## src/rtl/wb_scoreboard_if.sv

```systemverilog
// Bundle of the decode, result-stream and regfile write-port signals around wb_scoreboard.
// The slave modport is the scoreboard itself; the master modport is its environment.
interface wb_scoreboard_if #(
  parameter int unsigned XLEN       = 32,
  parameter int unsigned FIFO_DEPTH = 4
);
  localparam int unsigned CNT_W = $clog2(FIFO_DEPTH) + 1;

  logic [4:0]       dec_rs1_addr;
  logic [4:0]       dec_rs2_addr;
  logic [4:0]       dec_rd_addr;
  logic             dec_issue;
  logic             dec_long;
  logic             stall;
  logic             alu_valid;
  logic [4:0]       alu_rd_addr;
  logic [XLEN-1:0]  alu_rd_data;
  logic             lr_valid;
  logic             lr_ready;
  logic [4:0]       lr_rd_addr;
  logic [XLEN-1:0]  lr_rd_data;
  logic             rd_wren;
  logic [4:0]       rd_addr;
  logic [XLEN-1:0]  rd_data;
  logic [31:0]      busy_vec;
  logic [CNT_W-1:0] fifo_count;

  modport slave (
    input  dec_rs1_addr, dec_rs2_addr, dec_rd_addr, dec_issue, dec_long,
    input  alu_valid, alu_rd_addr, alu_rd_data,
    input  lr_valid, lr_rd_addr, lr_rd_data,
    output stall, lr_ready, rd_wren, rd_addr, rd_data, busy_vec, fifo_count
  );

  modport master (
    output dec_rs1_addr, dec_rs2_addr, dec_rd_addr, dec_issue, dec_long,
    output alu_valid, alu_rd_addr, alu_rd_data,
    output lr_valid, lr_rd_addr, lr_rd_data,
    input  stall, lr_ready, rd_wren, rd_addr, rd_data, busy_vec, fifo_count
  );
endinterface

```

## src/rtl/wb_scoreboard.sv

```systemverilog
// Regfile write-port arbiter: ALU results go straight through, long-latency results are queued
// in a small FIFO and written into idle slots, with a busy scoreboard stalling RAW/WAW hazards.
module wb_scoreboard #(
  parameter int unsigned FIFO_DEPTH = 4,
  parameter int unsigned XLEN       = 32
) (
  input logic           clk,
  input logic           rst,
  wb_scoreboard_if.slave bus
);
  localparam int unsigned PTR_W = $clog2(FIFO_DEPTH);
  localparam int unsigned CNT_W = PTR_W + 1;

  typedef struct packed {
    logic [4:0]      addr;
    logic [XLEN-1:0] data;
  } lr_entry_t;

  lr_entry_t        mem [FIFO_DEPTH];
  logic [PTR_W-1:0] wr_ptr;
  logic [PTR_W-1:0] rd_ptr;
  logic [CNT_W-1:0] count;
  logic [31:0]      busy;
  logic [31:0]      busy_nxt;

  lr_entry_t head;
  logic      lr_full;
  logic      push;
  logic      pop;
  logic      alu_win;
  logic      head_wr;
  logic      haz_rs1;
  logic      haz_rs2;
  logic      haz_rd;
  logic      stall_int;
  logic      sb_set;

  // Hazard detection, FIFO handshake and write-port arbitration
  always_comb begin
    head      = mem[rd_ptr];
    lr_full   = (count == CNT_W'(FIFO_DEPTH));
    push      = bus.lr_valid & ~lr_full;
    alu_win   = bus.alu_valid & (bus.alu_rd_addr != 5'd0);
    pop       = ~alu_win & (count != CNT_W'(0));
    head_wr   = pop & (head.addr != 5'd0);
    haz_rs1   = (bus.dec_rs1_addr != 5'd0) & busy[bus.dec_rs1_addr];
    haz_rs2   = (bus.dec_rs2_addr != 5'd0) & busy[bus.dec_rs2_addr];
    haz_rd    = (bus.dec_rd_addr  != 5'd0) & busy[bus.dec_rd_addr];
    stall_int = bus.dec_issue & (haz_rs1 | haz_rs2 | haz_rd);
    sb_set    = bus.dec_issue & bus.dec_long & ~stall_int & (bus.dec_rd_addr != 5'd0);
  end

  // Scoreboard update: clear on drain, then set so a same-index set wins
  always_comb begin
    busy_nxt = busy;
    if (head_wr) busy_nxt[head.addr] = 1'b0;
    if (sb_set)  busy_nxt[bus.dec_rd_addr] = 1'b1;
    busy_nxt[0] = 1'b0;
  end

  assign bus.stall      = stall_int;
  assign bus.lr_ready   = ~lr_full;
  assign bus.busy_vec   = busy;
  assign bus.fifo_count = count;

  // FIFO storage has no reset; validity is tracked by count
  always_ff @(posedge clk) begin
    if (push) mem[wr_ptr] <= '{addr: bus.lr_rd_addr, data: bus.lr_rd_data};
  end

  always_ff @(posedge clk) begin
    if (rst) begin
      wr_ptr      <= '0;
      rd_ptr      <= '0;
      count       <= '0;
      busy        <= '0;
      bus.rd_wren <= 1'b0;
      bus.rd_addr <= '0;
      bus.rd_data <= '0;
    end else begin
      busy        <= busy_nxt;
      bus.rd_wren <= alu_win | head_wr;
      if (alu_win) begin
        bus.rd_addr <= bus.alu_rd_addr;
        bus.rd_data <= bus.alu_rd_data;
      end else if (head_wr) begin
        bus.rd_addr <= head.addr;
        bus.rd_data <= head.data;
      end
      if (push) wr_ptr <= wr_ptr + PTR_W'(1);
      if (pop)  rd_ptr <= rd_ptr + PTR_W'(1);
      case ({push, pop})
        2'b10:   count <= count + CNT_W'(1);
        2'b01:   count <= count - CNT_W'(1);
        default: count <= count;
      endcase
    end
  end
endmodule

```

## src/flat_wrapper.sv

```systemverilog
// flat-port wrapper written by rule: the top's interface ports become plain ports
module wb_scoreboard_flat 
#(
  parameter int unsigned FIFO_DEPTH = 4,
  parameter int unsigned XLEN       = 32
)
  (clk, rst, bus_dec_rs1_addr, bus_dec_rs2_addr, bus_dec_rd_addr, bus_dec_issue, bus_dec_long, bus_alu_valid, bus_alu_rd_addr, bus_alu_rd_data, bus_lr_valid, bus_lr_rd_addr, bus_lr_rd_data, bus_stall, bus_lr_ready, bus_rd_wren, bus_rd_addr, bus_rd_data, bus_busy_vec, bus_fifo_count);
  wb_scoreboard_if #(.XLEN(XLEN), .FIFO_DEPTH(FIFO_DEPTH)) bus_i ();
  input logic clk;
  input logic rst;
  input wire logic [$bits(bus_i.dec_rs1_addr)-1:0] bus_dec_rs1_addr;
  input wire logic [$bits(bus_i.dec_rs2_addr)-1:0] bus_dec_rs2_addr;
  input wire logic [$bits(bus_i.dec_rd_addr)-1:0] bus_dec_rd_addr;
  input wire logic [$bits(bus_i.dec_issue)-1:0] bus_dec_issue;
  input wire logic [$bits(bus_i.dec_long)-1:0] bus_dec_long;
  input wire logic [$bits(bus_i.alu_valid)-1:0] bus_alu_valid;
  input wire logic [$bits(bus_i.alu_rd_addr)-1:0] bus_alu_rd_addr;
  input wire logic [$bits(bus_i.alu_rd_data)-1:0] bus_alu_rd_data;
  input wire logic [$bits(bus_i.lr_valid)-1:0] bus_lr_valid;
  input wire logic [$bits(bus_i.lr_rd_addr)-1:0] bus_lr_rd_addr;
  input wire logic [$bits(bus_i.lr_rd_data)-1:0] bus_lr_rd_data;
  output wire logic [$bits(bus_i.stall)-1:0] bus_stall;
  output wire logic [$bits(bus_i.lr_ready)-1:0] bus_lr_ready;
  output wire logic [$bits(bus_i.rd_wren)-1:0] bus_rd_wren;
  output wire logic [$bits(bus_i.rd_addr)-1:0] bus_rd_addr;
  output wire logic [$bits(bus_i.rd_data)-1:0] bus_rd_data;
  output wire logic [$bits(bus_i.busy_vec)-1:0] bus_busy_vec;
  output wire logic [$bits(bus_i.fifo_count)-1:0] bus_fifo_count;
  assign bus_i.dec_rs1_addr = bus_dec_rs1_addr;
  assign bus_i.dec_rs2_addr = bus_dec_rs2_addr;
  assign bus_i.dec_rd_addr = bus_dec_rd_addr;
  assign bus_i.dec_issue = bus_dec_issue;
  assign bus_i.dec_long = bus_dec_long;
  assign bus_i.alu_valid = bus_alu_valid;
  assign bus_i.alu_rd_addr = bus_alu_rd_addr;
  assign bus_i.alu_rd_data = bus_alu_rd_data;
  assign bus_i.lr_valid = bus_lr_valid;
  assign bus_i.lr_rd_addr = bus_lr_rd_addr;
  assign bus_i.lr_rd_data = bus_lr_rd_data;
  assign bus_stall = bus_i.stall;
  assign bus_lr_ready = bus_i.lr_ready;
  assign bus_rd_wren = bus_i.rd_wren;
  assign bus_rd_addr = bus_i.rd_addr;
  assign bus_rd_data = bus_i.rd_data;
  assign bus_busy_vec = bus_i.busy_vec;
  assign bus_fifo_count = bus_i.fifo_count;
  wb_scoreboard #(.FIFO_DEPTH(FIFO_DEPTH), .XLEN(XLEN)) u_core (.clk(clk), .rst(rst), .bus(bus_i));
endmodule
```

## config.mk

```make
export PLATFORM = sky130hd
export DESIGN_NAME = wb_scoreboard_flat
export DESIGN_NICKNAME = d
export VERILOG_FILES = /design/src/rtl/wb_scoreboard_if.sv /design/src/rtl/wb_scoreboard.sv /design/src/flat_wrapper.sv
export SDC_FILE = /design/constraint.sdc
export NUM_CORES = 1
export LEC_CHECK = 0
export BUFFER_PORTS_ARGS = -buffer_cell sky130_fd_sc_hd__buf_2
export CAP_MARGIN = 20
export CELL_PAD_IN_SITES_DETAIL_PLACEMENT = 0
export CELL_PAD_IN_SITES_GLOBAL_PLACEMENT = 1
export CORE_ASPECT_RATIO = 1.5
export CORE_MARGIN = 5
export CORE_UTILIZATION = 41
export DETAILED_ROUTE_END_ITERATION = 8
export GPL_TIMING_DRIVEN = 0
export HOLD_SLACK_MARGIN = 0.05
export PLACE_DENSITY_LB_ADDON = 0.1
export SYNTH_ARGS = -nofsm -noshare
export SYNTH_HDL_FRONTEND = slang
export SYNTH_SLANG_ARGS = --single-unit
```

## constraint.sdc

```tcl
create_clock -name clk -period 2.4 [get_ports clk]
set_input_delay 0.24 -clock clk [delete_from_list [all_inputs] [get_ports clk]]
set_output_delay 0.24 -clock clk [all_outputs]
set_load 0.005 [all_outputs]
```

==> results.cfg <==
[power_and_ir_drop]
total_power_mw = 11.9
power_switching_share_pct = 31.3
ir_drop_mv = 0.729
p_sw_mw = 3.72
p_per_area_nw_per_um2 = 885
p_leak_nw = 4.99
seqPwrFrac_pct = 40.6
p_comb_share_pct = 32.9
p_int_mw = 8.18
p_clk_share_pct = 26.5

[routing]
num_vias = 7318
ant_nets = 0
drc = 0
first_iter_violations = 357
viasPerCell = 5.54
avgRoutedWirePerCell_um = 22.8
drt_first_pass_iters = 5
routed_wirelength_um = 30100

[final_layout]
fin_cells = 1320
layout-drive-gt1-share_pct = 38.9
regArea_sq_um = 6030
nNetsFinal = 1086
area_growth_pct = 37.5
fill_cells = 2002
multi_input_area_sq_um = 4150

[cts]
clkSlewWorstSetupHoldPaths_ps = 60
cts-htree-levels = 1
cts_buffers = 22
cts_tree = yes
clk_latency_ps = 500
cts-root-buf = clkbuf_16
cts_max_path_buffers = 3
clock_sinks = 226

[setup_path]
crit_required_ps = 2160
reg2reg_depth = 9
worstPathArrival_ps = 2700
cp_max_fo = 5
rr_startpoint = u_core.bus.busy_vec[2]
endpoint = bus_stall
startpoint = u_core.bus.busy_vec[2]
reg2reg_to = u_core.bus.busy_vec[8]
r2r_slack_ps = -220
setup.worst_path.class = flop to output port
worstSetupEndpointType = output port
cp-start-kind = flop

[floorplanning]
die_h_um = 199
initial_core_util_pct = 41.5
ioPinCount = 170
core_area_sq_um = 23600
core.rowCount = 69
die-width_um = 136
die_area_sq_um = 27100

[place]
hpwl_um = 21000
dpl.cell_count = 1195
place.gp.congestion = 0.915
portBuffers = 163

[logic_synthesis]
synth_seq_cells = 226
synthDistinctLibCells = 52
synthCells = 709
yosysMostFrequentCell = edfxtp_1
synth_edf_count = 148
yosysTopAreaCell = edfxtp_1
syn-mean-instance-area_sq_um = 13.8
ys.flop_type = edfxtp_1
synth_common_cells = edfxtp_1 (148), dfxtp_1 (78), nor2_1 (53)
async_reset_ff_share_pct = 0
syn_area_sq_um = 9780
synth_warnings = 0
ys_seq_area_share_pct = 61.4
synth_top_area_share_pct = 45.5
syn_nets = 810
yosys-top-cells-area = edfxtp_1 (45%), dfxtp_1 (16%), mux4_2 (9.7%)

[global_route]
grt_pass1_vias = 7908
grt_pass1_wl_um = 45100
antenna_found_initial = 1
overflow = 0
grt_max_degree = 29
track_usage_pct = 21.7

[sta]
min_period_over_period_pct = 123
setup-violations-final = 32
clock_skew_ps = 13.7
slew_violations = 0
rsz0062_at_grt = true
fmax_ghz = 0.340
fin_crit_ps = 2940
max_slew_margin_pct = 46.8
holdWs_ps = 73.6
tightest_slew_ps = 798
worst_slack_ps = -542
hold_viol_final = 0

[status]
status = finished, violations left
violations = negative setup slack

[hold_path]
hp-class = input port to flop

[run]
maxCapViolCount = 0
## sequential cells by signal, indices dropped and copies added (netlist names), named ones only
| signal | flops |
|---|---|
| u_core.mem | 148 |
| u_core.bus.rd_data | 32 |
| u_core.bus.busy_vec | 31 |
| u_core.bus.rd_addr | 5 |
| u_core.bus.fifo_count | 3 |
| u_core.rd_ptr | 2 |
| u_core.wr_ptr | 2 |
| u_core.bus.rd_wren | 1 |
## power by group through the flow
stage | Clock [mW] | Combinational [mW] | Sequential (mW)
6_report | 3.15 | 3.92 | 4.83
5_1_grt | 3.37 | 4.22 | 4.87
4_1_cts | 3.23 | 3.29 | 4.81
3_5_place_dp | 0 | 2.89 | 4.87
3_3_place_gp | 0 | 2.78 | 4.87
2_1_floorplan | 0 | 1.83 | 4.85
## cells in the final DEF (no fill, tap or decap), drive strengths merged, types with 3 or more instances in the layout
master and instances:
buf 204, edfxtp 148, dfxtp 78, dlygate4sd3 69, clkbuf 65, nor2 53, mux4 48, nor3 44
a221oi 36, nand2 32, o41ai 26, nor2b 24, mux2i 22, o21ai 19, nand3b 17, a21oi 11
nand3 10, inv 9, nand2b 8, nor4 8, o31ai 7, nand4 5, and3 5, ha 5
clkinv 5, or2 4, xor2 3, mux2 3, a211oi 3, clkinvlp 3
## how the worst min path moves through the flow
stage	from	endpoint	slack [ps]	cells after the start
after floorplan	bus_lr_rd_data[0]	u_core.mem[0][0]	340	0
after global placement	bus_lr_rd_data[12]	u_core.mem[0][12]	450	1
after detailed placement	bus_lr_rd_data[8]	u_core.mem[0][8]	460	1
after CTS	bus_alu_rd_addr[0]	u_core.bus.rd_addr[0]	50	3
after global routing	bus_alu_rd_addr[0]	u_core.bus.rd_addr[0]	60	3
final	bus_alu_rd_addr[0]	u_core.bus.rd_addr[0]	70	3
## final cells by class
type / instances / share of cell area [%]
Clock inverter: 8 / 0.289
Clock buffer: 31 / 4.51
Timing Repair Buffer: 258 / 13.7
Sequential cell: 226 / 44.8
Buffer: 49 / 2.59
Antenna cell: 1 / 0.0186
Inverter: 9 / 0.251
Multi-Input combinational cell: 419 / 30.8
Tap cell: 319 / 2.97
## kinds of logic (layout without fill, tap and decap cells)
group | Yosys count | in the layout | share of synthesized area (%)
flops | 226 | 226 | 61.4
simple gates | 222 | 222 | 11.7
compound gates | 112 | 112 | 8.73
mux | 73 | 73 | 13.9
buf+inv | 64 | 355 | 2.89
fa+ha+maj | 6 | 6 | 0.845
xor+xnor | 5 | 5 | 0.448
other cells | 1 | 2 | 0.0384
## worst max-delay path, cell delays in order (launching register included)
cell and delay, ps:
dfxtp_2 360, mux4_2 480, mux2_4 290, nand3b_1 90
o41ai_1 80, or4_4 460, buf_8 150, o21a_1 160
buf_2 130
## metal layers
| layer | global-route usage, % | vias to the layer above | wire length, um | share of wire (%) |
|---|---|---|---|---|
| met3 | 2.59 | 70 | 1410 | 4.7 |
| met5 | 0 | - | 0 | 0 |
| met1 | 23.7 | 3630 | 10700 | 36 |
| li1 | - | 3359 | - | - |
| met4 | 10.3 | 0 | 1360 | 4.5 |
| met2 | 41.2 | 259 | 16700 | 55 |
## stage by stage
step                worst slack [ps]  setup TNS [ps]  instance area, sq um  util, %
finish                          -542           -4580                 13400     57.0
global route                    -586           -6330                 13400     57.0
CTS                             -567           -3680                 12800     54.4
detailed placement             -1020          -49070                 11100     47.2
global placement                -932          -99470                 11000     46.9
floorplan                      -17.7           -17.7                  9830        -
## timing repair
action	in CTS	in global routing
hold endpoints to repair	180	0
pin swaps	8	18
resized for setup	66	98
endpoints found under the setup margin	70	69
hold buffers	69	0
buffers inserted	14	5
cloned	1	3
Note: power is estimated with default switching activity, not from simulation.
